### src/rtl/uart_tx_arbiter.sv
// uart_tx_arbiter: shares one UART transmitter between N_REQ character producers.
// Round-robin arbitration, one character per grant; a `lock` holder keeps ownership
// for back-to-back characters. Write-to-accept handshake is watched by a timeout.
// Ports:
//   clk, res            clock, asynchronous active-high reset
//   req/lock/req_data   per-requester request, hold-ownership, character
//   ack                 one-cycle pulse to the requester whose character is written
//   grant_id            current/last owner index
//   tx_wr/tx_data       write strobe and character to the transmitter
//   tx_empty            transmitter ready (high = can accept)
//   busy                arbiter not idle
//   err                 sticky: transmitter did not take a written character in time
module uart_tx_arbiter #(
  parameter int N_REQ      = 4,
  parameter int DATA_W     = 8,
  parameter int WR_TIMEOUT = 4
) (
  input  logic                    clk,
  input  logic                    res,
  input  logic [N_REQ-1:0]        req,
  input  logic [N_REQ-1:0]        lock,
  input  logic [N_REQ*DATA_W-1:0] req_data,
  output logic [N_REQ-1:0]        ack,
  output logic [2:0]              grant_id,
  output logic                    tx_wr,
  output logic [DATA_W-1:0]       tx_data,
  input  logic                    tx_empty,
  output logic                    busy,
  output logic                    err
);

  localparam int IW = $clog2(N_REQ);
  localparam int CW = $clog2(WR_TIMEOUT + 1);

  localparam logic [1:0] S_IDLE      = 2'd0;
  localparam logic [1:0] S_ISSUE     = 2'd1;
  localparam logic [1:0] S_WAIT_LOW  = 2'd2;
  localparam logic [1:0] S_WAIT_HIGH = 2'd3;

  logic [1:0]        state_q, state_d;
  logic [IW-1:0]     gnt_q, gnt_d;
  logic [IW-1:0]     last_q, last_d;
  logic [DATA_W-1:0] data_q, data_d;
  logic [CW-1:0]     cnt_q, cnt_d;
  logic              err_q, err_d;

  // Per-requester view of the flat character bus.
  logic [DATA_W-1:0] chan_dat [N_REQ];
  for (genvar gi = 0; gi < N_REQ; gi++) begin : g_chan
    assign chan_dat[gi] = req_data[gi*DATA_W +: DATA_W];
  end

  // Round-robin pick: scan offsets from the far end back to last+1 so the
  // closest set request after the previous owner is the one that sticks.
  logic          win_vld;
  logic [IW-1:0] win_id;
  logic [IW:0]   rr_idx;

  always_comb begin
    win_vld = 1'b0;
    win_id  = '0;
    rr_idx  = '0;
    for (int k = N_REQ; k >= 1; k--) begin
      rr_idx = {1'b0, last_q} + (IW+1)'(k);
      if (rr_idx >= (IW+1)'(N_REQ)) begin
        rr_idx = rr_idx - (IW+1)'(N_REQ);
      end
      if (req[rr_idx[IW-1:0]]) begin
        win_vld = 1'b1;
        win_id  = rr_idx[IW-1:0];
      end
    end
  end

  always_comb begin
    state_d = state_q;
    gnt_d   = gnt_q;
    last_d  = last_q;
    data_d  = data_q;
    cnt_d   = cnt_q;
    err_d   = err_q;
    case (state_q)
      S_IDLE: begin
        if (tx_empty && win_vld) begin
          gnt_d   = win_id;
          data_d  = chan_dat[win_id];
          state_d = S_ISSUE;
        end
      end
      S_ISSUE: begin
        cnt_d   = '0;
        state_d = S_WAIT_LOW;
      end
      S_WAIT_LOW: begin
        // A falling tx_empty wins over an expiring count in the same cycle.
        if (!tx_empty) begin
          state_d = S_WAIT_HIGH;
        end else if (cnt_q == CW'(WR_TIMEOUT - 1)) begin
          // Character is assumed lost; rotate past this owner.
          err_d   = 1'b1;
          last_d  = gnt_q;
          state_d = S_IDLE;
        end else begin
          cnt_d = cnt_q + CW'(1);
        end
      end
      S_WAIT_HIGH: begin
        if (tx_empty) begin
          if (lock[gnt_q] && req[gnt_q]) begin
            // Locked owner continues without re-arbitration.
            data_d  = chan_dat[gnt_q];
            state_d = S_ISSUE;
          end else begin
            last_d  = gnt_q;
            state_d = S_IDLE;
          end
        end
      end
      default: state_d = S_IDLE;
    endcase
  end

  always_ff @(posedge clk or posedge res) begin
    if (res) begin
      state_q <= S_IDLE;
      gnt_q   <= '0;
      last_q  <= IW'(N_REQ - 1);
      data_q  <= '0;
      cnt_q   <= '0;
      err_q   <= 1'b0;
    end else begin
      state_q <= state_d;
      gnt_q   <= gnt_d;
      last_q  <= last_d;
      data_q  <= data_d;
      cnt_q   <= cnt_d;
      err_q   <= err_d;
    end
  end

  always_comb begin
    for (int i = 0; i < N_REQ; i++) begin
      ack[i] = (state_q == S_ISSUE) && (gnt_q == IW'(i));
    end
  end

  assign tx_wr    = (state_q == S_ISSUE);
  assign tx_data  = data_q;
  assign grant_id = 3'(gnt_q);
  assign busy     = (state_q != S_IDLE);
  assign err      = err_q;

endmodule

### config.mk
export PLATFORM = sky130hd
export DESIGN_NAME = uart_tx_arbiter
export DESIGN_NICKNAME = d
export VERILOG_FILES = /design/src/rtl/uart_tx_arbiter.sv
export SDC_FILE = /design/constraint.sdc
export NUM_CORES = 1
export LEC_CHECK = 0
export CAP_MARGIN = 20
export CORE_AREA = 2 2 64 66
export DETAILED_ROUTE_END_ITERATION = 7
export DIE_AREA = 0 0 66 68
export GPL_TIMING_DRIVEN = 0
export HOLD_SLACK_MARGIN = 0.08
export PLACE_DENSITY = 0.85
export RECOVER_POWER = 50
export SETUP_SLACK_MARGIN = 0.2
export SLEW_MARGIN = 25
export SYNTH_ARGS = -nofsm -noshare
export SYNTH_HDL_FRONTEND = slang
export SYNTH_SLANG_ARGS = --single-unit
### constraint.sdc
create_clock -name clk -period 3.9 [get_ports clk]
set_input_delay 0.585 -clock clk [delete_from_list [all_inputs] [get_ports clk]]
set_output_delay 0.585 -clock clk [all_outputs]
set_load 0.01 [all_outputs]
Word-level counts from Yosys, hierarchy flattened
Index checks and enable logic that the tools add are counted.
Storage, ports and cells
  flip-flop bits (word level): 18
  input bits: 43
  output and inout bits: 18
  word-level logic and storage cells: 109
Operators by class
  add/subtract/negate cells: 9
  magnitude comparators: 11
  equality and inequality tests: 15
  multiplexer cells: 48
  bitwise logic cells: 2
  reductions and logical operators: 18
Operators with widths (number)
  two-way mux 8 bit: 7
  binary-select mux 8 bit (select 2 bit): 2
  two-way mux 2 bit: 16
  >= comparator 3 bit, second input constant: 6
  one-hot mux 8 bit (2 select lines): 1
  less-than comparator 2 x 3 -> 1 bit, second input constant: 5
  inequality test 2 bit, second input constant: 7
  binary-select mux 1 bit (select 2 bit): 6
  two-way mux 1 bit: 11
  AND reduction 3 bit: 3
  equality test 2 bit, second input constant: 4
  one-hot mux 2 bit (4 select lines): 1
  nonzero test 2 bit: 4
  subtractor 2 x 1 -> 2 bit, second input constant: 4
  adder 2 x 2 -> 3 bit, second input constant: 2
  logical AND 1 bit: 6
  two-way mux 3 bit: 2
  NOT 2 -> 3 bit: 2
  one-hot mux 3 bit (2 select lines): 1
  AND reduction 5 bit: 1
  equality test 2 x 1 -> 1 bit, second input constant: 2
  logical NOT 2 bit: 2
  one-hot mux 2 bit (2 select lines): 1
  AND reduction 4 bit: 1
  other kinds (6): 6

Logic depth before layout (Yosys ltp)
  depth in word-level cells: 15
  gate-level depth with buffers: 7
  gate-level depth less buffers: 7

Worst setup path after synthesis
No wires, ideal clock.
  path type: input to register
  from: input port req[1]
  to: register data_q[0], in the netlist tx_data[0]
  library setup time: 88 ps
  data arrival time: 1731 ps
  required time: 3812 ps
  slack: 2080 ps
  stages: 5
  buffers on the path: 0
  cell sequence: or2_1 -> a311oi_1 -> a21boi_2 -> o21ai_0 -> a41oi_1
On the way
  cells in the longest elaborated chain, start to end: 12
  elaborated cells on any way between the ends: 29
  classes of those cells: eq/ne: 2; mux: 23; bitwise: 1; reduce/logical: 3
Ends and longest elaborated chain
  from (decl): line 20  | input logic [N_REQ-1:0] req,
  binary-select mux 1 bit (select 2 bit): line 68  | if (req[rr_idx[IW-1:0]]) begin
  two-way mux 1 bit (not written as such): line 68
  two-way mux 2 bit (4 in series): line 68
  NOT 2 -> 3 bit (not written as such): line 86  | data_d = chan_dat[win_id];
  binary-select mux 8 bit (select 2 bit): line 86
  two-way mux 8 bit (not written as such) (2 in series): line 86
  two-way mux 8 bit: line 84  | if (tx_empty && win_vld) begin
  one-hot mux 8 bit (2 select lines): line 82  | case (state_q)
  to (signal assigned): line 135  | data_q <= data_d;
  to (decl): line 43  | logic [DATA_W-1:0] data_q, data_d;
Several ways; a longest one is shown, not always the timed one. The select of a mux whose other input is x is not followed.
A chain may end at the register's enable or synchronous reset.

Worst setup path in the final report
  from: register gnt_q[1]
  to: output port ack[3]
On the way
  cells in the longest elaborated chain, start to end: 2
Ends and longest elaborated chain
  from (decl): line 41  | logic [IW-1:0] gnt_q, gnt_d;
  from (signal assigned): line 133  | gnt_q <= gnt_d;
  equality test 2 bit: line 143  | ack[i] = (state_q == S_ISSUE) && (gnt_q == IW'(i));
  logical AND 1 bit: line 143
  to (decl): line 23  | output logic [N_REQ-1:0] ack,
Every way passes these cells.

==> summary.md <==
| Metric | Value |
|---|---|
| Run status | `complete, no violations` |
| P_leak | `0.834 nW` |
| Via count | `1,790` |
| Combinational fraction of design power | `64.6%` |
| Placer Congestion | `0.876` |
| # clock sinks | `18` |
| Hold Vio Cnt, Final | `0` |
| Setup WS post-layout | `1.23 ns` |
| Post-synthesis sequential area ratio | `27.8%` |
| FF/Latch Area | `453 um2` |
| Final Util | `60.5%` |
| Largest net degree at the start of global routing | `19` |
| Gates resized, CTS repair | `0` |
| Pwr Total | `between 0.001 and 0.0015 W` |
| P_int | `0.000815 W` |
| R2R cell count | `5` |
| Fin Setup TNS | `0 ns` |
| Detailed Place HPWL | `3800 um` |
| Worst Path Max Fanout | `10` |
| MaxCap Viol Count | `0` |
| Worst R2R Start | `last_q[1]` |
| Hold crit path type | `flip-flop to flip-flop` |
| GRT Residual Overflow | `0` |
| Post-synth top cells | `o21ai_0, dfrtp_1, nor2_1, nor4b_1, o31a_1` |
| Clk pwr share | `10.7%` |
| Cells after synthesis | `~180` |
| CTS tree | `yes` |
| Net Sw Power | `0.000643 W` |
| CP max stage cell | `dfrtp_1` |
| Hold Path Sink | `err` |
| Critical Path Sink Type | `output port` |
| Count of pins over their slew limit | `0` |
| Number of DRC violations after detailed-routing iteration 0 | `151` |
| Syn avg cell area | `8.89 um2` |
| Mapped Area | `1630 um2` |
| Vias per inst | `6.05` |
| Critical path class | `flip-flop to output port` |
| Top-count cell post-synth | `o21ai_0` |
| Later-pin clock latency in the skew report | `around 0.26 ns` |
| Number of diodes | `0` |
| Num CTS Buffers | `3` |
| Worst EP required | `around 3.3 ns` |
| GRT Overall Usage | `24.6%` |
| Hold depth | `1` |
| Post-Place Cells | `292` |
| Max stage delay on crit path | `0.55 ns` |
| Area grow syn2layout | `43.5%` |
| Clock-pin slew on the worst setup and hold paths | `0.07 ns` |
| Layout Nets | `about 300` |
| Share of layout cells above drive strength 1 | `~10%` |
| Initial antenna violation count | `0` |
| Footprint of the multi-input gates | `around 1100 um2` |
| Max frequency | `0.374 GHz` |
| Critical path arrival | `between 2 and 2.5 ns` |
| Die Y | `68 um` |
| Ports | `61` |
| Yosys warns | `0` |
| Reg-to-Reg End | `tx_data[1]` |
| Vias in the first global route | `1,688` |
| Post-Synthesis Net Count | `~230` |
| Distinct cells, synth | `33` |
| Post-CTS Setup Bufs | `0` |
| Largest cells by area after synthesis | `dfrtp_1, mux4_2, nor4b_1` |
| Commonest register cell after synthesis | `dfrtp_1` |
| Port Buf Inserts | `59` |
| ANT nets after route | `0` |
| Hold Crit Start | `err` |
| Clock tree buffer depth | `2` |
| Cts hold-fix bufs | `0` |
| Area of the die | `4490 um2` |
| Asr flop ratio synth | `100%` |
| Slew @ Worst Pin | `between 0.6 and 0.7 ns` |
| Clock Skews | `0.00177 ns` |
| Max_slew headroom | `53.3%` |
| Flop pwr share | `24.6%` |
| H-tree depth | `1` |
| Global-route wire length before repair | `8220 um` |
| CP cell instances | `clkbuf_1 -> and3_1 -> clkdlybuf4s50_1` |
| R2r setup slk | `1.79 ns` |
| CP bufs+invs | `2` |
| Crit path launch type | `flip-flop` |
| Pwr Density | `624 nW/um2` |
| Filler instances | `349` |
| Setup violations, final | `0` |
| Post-Layout Cell Count | `296` |
| Switching fraction of total power | `44.1%` |
| Number of remaining DRC errors | `0` |
| Peak supply drop | `between 0.0003 and 0.0004 V` |
| EDFF count, synth | `0` |
| Unrepaired setup endpoints after global routing | `no` |
| Setup WS pre-CTS | `~1.2 ns` |
| Die Span X | `66 um` |
| Initial DRT Pass Iterations | `4` |
| Period Utilization, post-route | `68.5%` |
| Final Routed Wirelength | `5080 um` |
| Yosys top cell by area | `dfrtp_1` |
| Clk Tree Root Cell | `clkbuf_8` |
| Routed wire per std cell | `17.2 um` |
| Synth top area share | `24.6%` |
| Rows | `23` |
| Core Area | `approximately 3900 um2` |
| CP delay by family, top | `buffers and inverters` |
| Register bit total from synthesis | `18` |
| Initial Utilization | `42.2%` |
| Minimum clock period | `2.67 ns` |
## power groups by stage
stage          clock network (W)  logic, W  registers (W)
2_1_floorplan                  0  0.000562       0.000371
3_5_place_dp                   0  0.000928       0.000364
4_1_cts                 0.000160  0.000933       0.000360
5_1_grt                 0.000166   0.00103       0.000371
3_3_place_gp                   0  0.000912       0.000362
6_report                0.000157  0.000942       0.000359
## flip-flops by register name, indices dropped and copies added (netlist names)
register,cells
cnt_q,3
err,1
state_q,2
gnt_q,2
last_q,2
tx_data,8
## worst max-delay path by stage
| stage | from | end | slack [ns] | cells past startpoint |
|---|---|---|---|---|
| after floorplan | req[1] | tx_data[0] | 2.08 | 5 |
| after global placement | req[2] | tx_data[1] | 1.21 | 7 |
| after detailed placement | req[3] | tx_data[1] | 1.17 | 7 |
| after CTS | state_q[1] | ack[3] | 1.26 | 6 |
| after global routing | state_q[1] | ack[3] | 1.11 | 6 |
| final | gnt_q[1] | ack[3] | 1.23 | 3 |
## per-layer routing
| layer | share of wire [%] | wire length, um | up-vias | global-route usage [%] |
|---|---|---|---|---|
| met2 | 47 | 2390 | 105 | 38.9 |
| met4 | 2.7 | 138 | 0 | 9.18 |
| met3 | 10 | 507 | 17 | 4.28 |
| met5 | 0 | 0 | - | 0 |
| li1 | - | - | 838 | - |
| met1 | 40 | 2040 | 830 | 34.1 |
## area by class of cell
class                           instances  share of cell area, %
Tap cell                               50                   2.68
Clock buffer                            4                   2.36
Multi-Input combinational cell        141                   46.0
Timing Repair Buffer                   59                   25.3
Sequential cell                        18                   19.4
Buffer                                 17                   3.11
Inverter                                7                   1.13
## layout by cell type (no fill, tap or decap), types with 2 or more instances in the layout
master            n
clkdlybuf4s50_1  55
o21ai_0          21
nor2_1           16
nor4b_1          16
o31a_1           16
dfrtp_1          16
clkbuf_1         14
nand2_1          11
mux4_2            9
nand3_1           9
a41oi_1           8
inv_1             7
a21oi_1           6
nand2b_1          5
nor3_1            4
clkbuf_8          4
dlygate4sd3_1     4
mux2_2            3
buf_4             2
and3_1            2
ha_1              2
dfstp_2           2
## metrics by stage
stage	instance area [um2]	hold slack [ns]
floorplan	1630	0.472
global placement	2280	0.457
detailed placement	2280	0.475
CTS	2330	0.495
global route	2330	0.502
finish	2330	0.489
## cell families after synthesis
| family | after synthesis | share of synthesized area (%) |
|---|---|---|
| and+or+nand+nor | 68 | 23.8 |
| AOI/OAI and AO/OA | 58 | 26.0 |
| buffers and inverters | 24 | 6.08 |
| DFF | 18 | 27.8 |
| muxes | 12 | 14.5 |
| adders and majority gates | 2 | 1.54 |
| other | 1 | 0.231 |
Note: power is estimated with default switching activity, not from simulation.
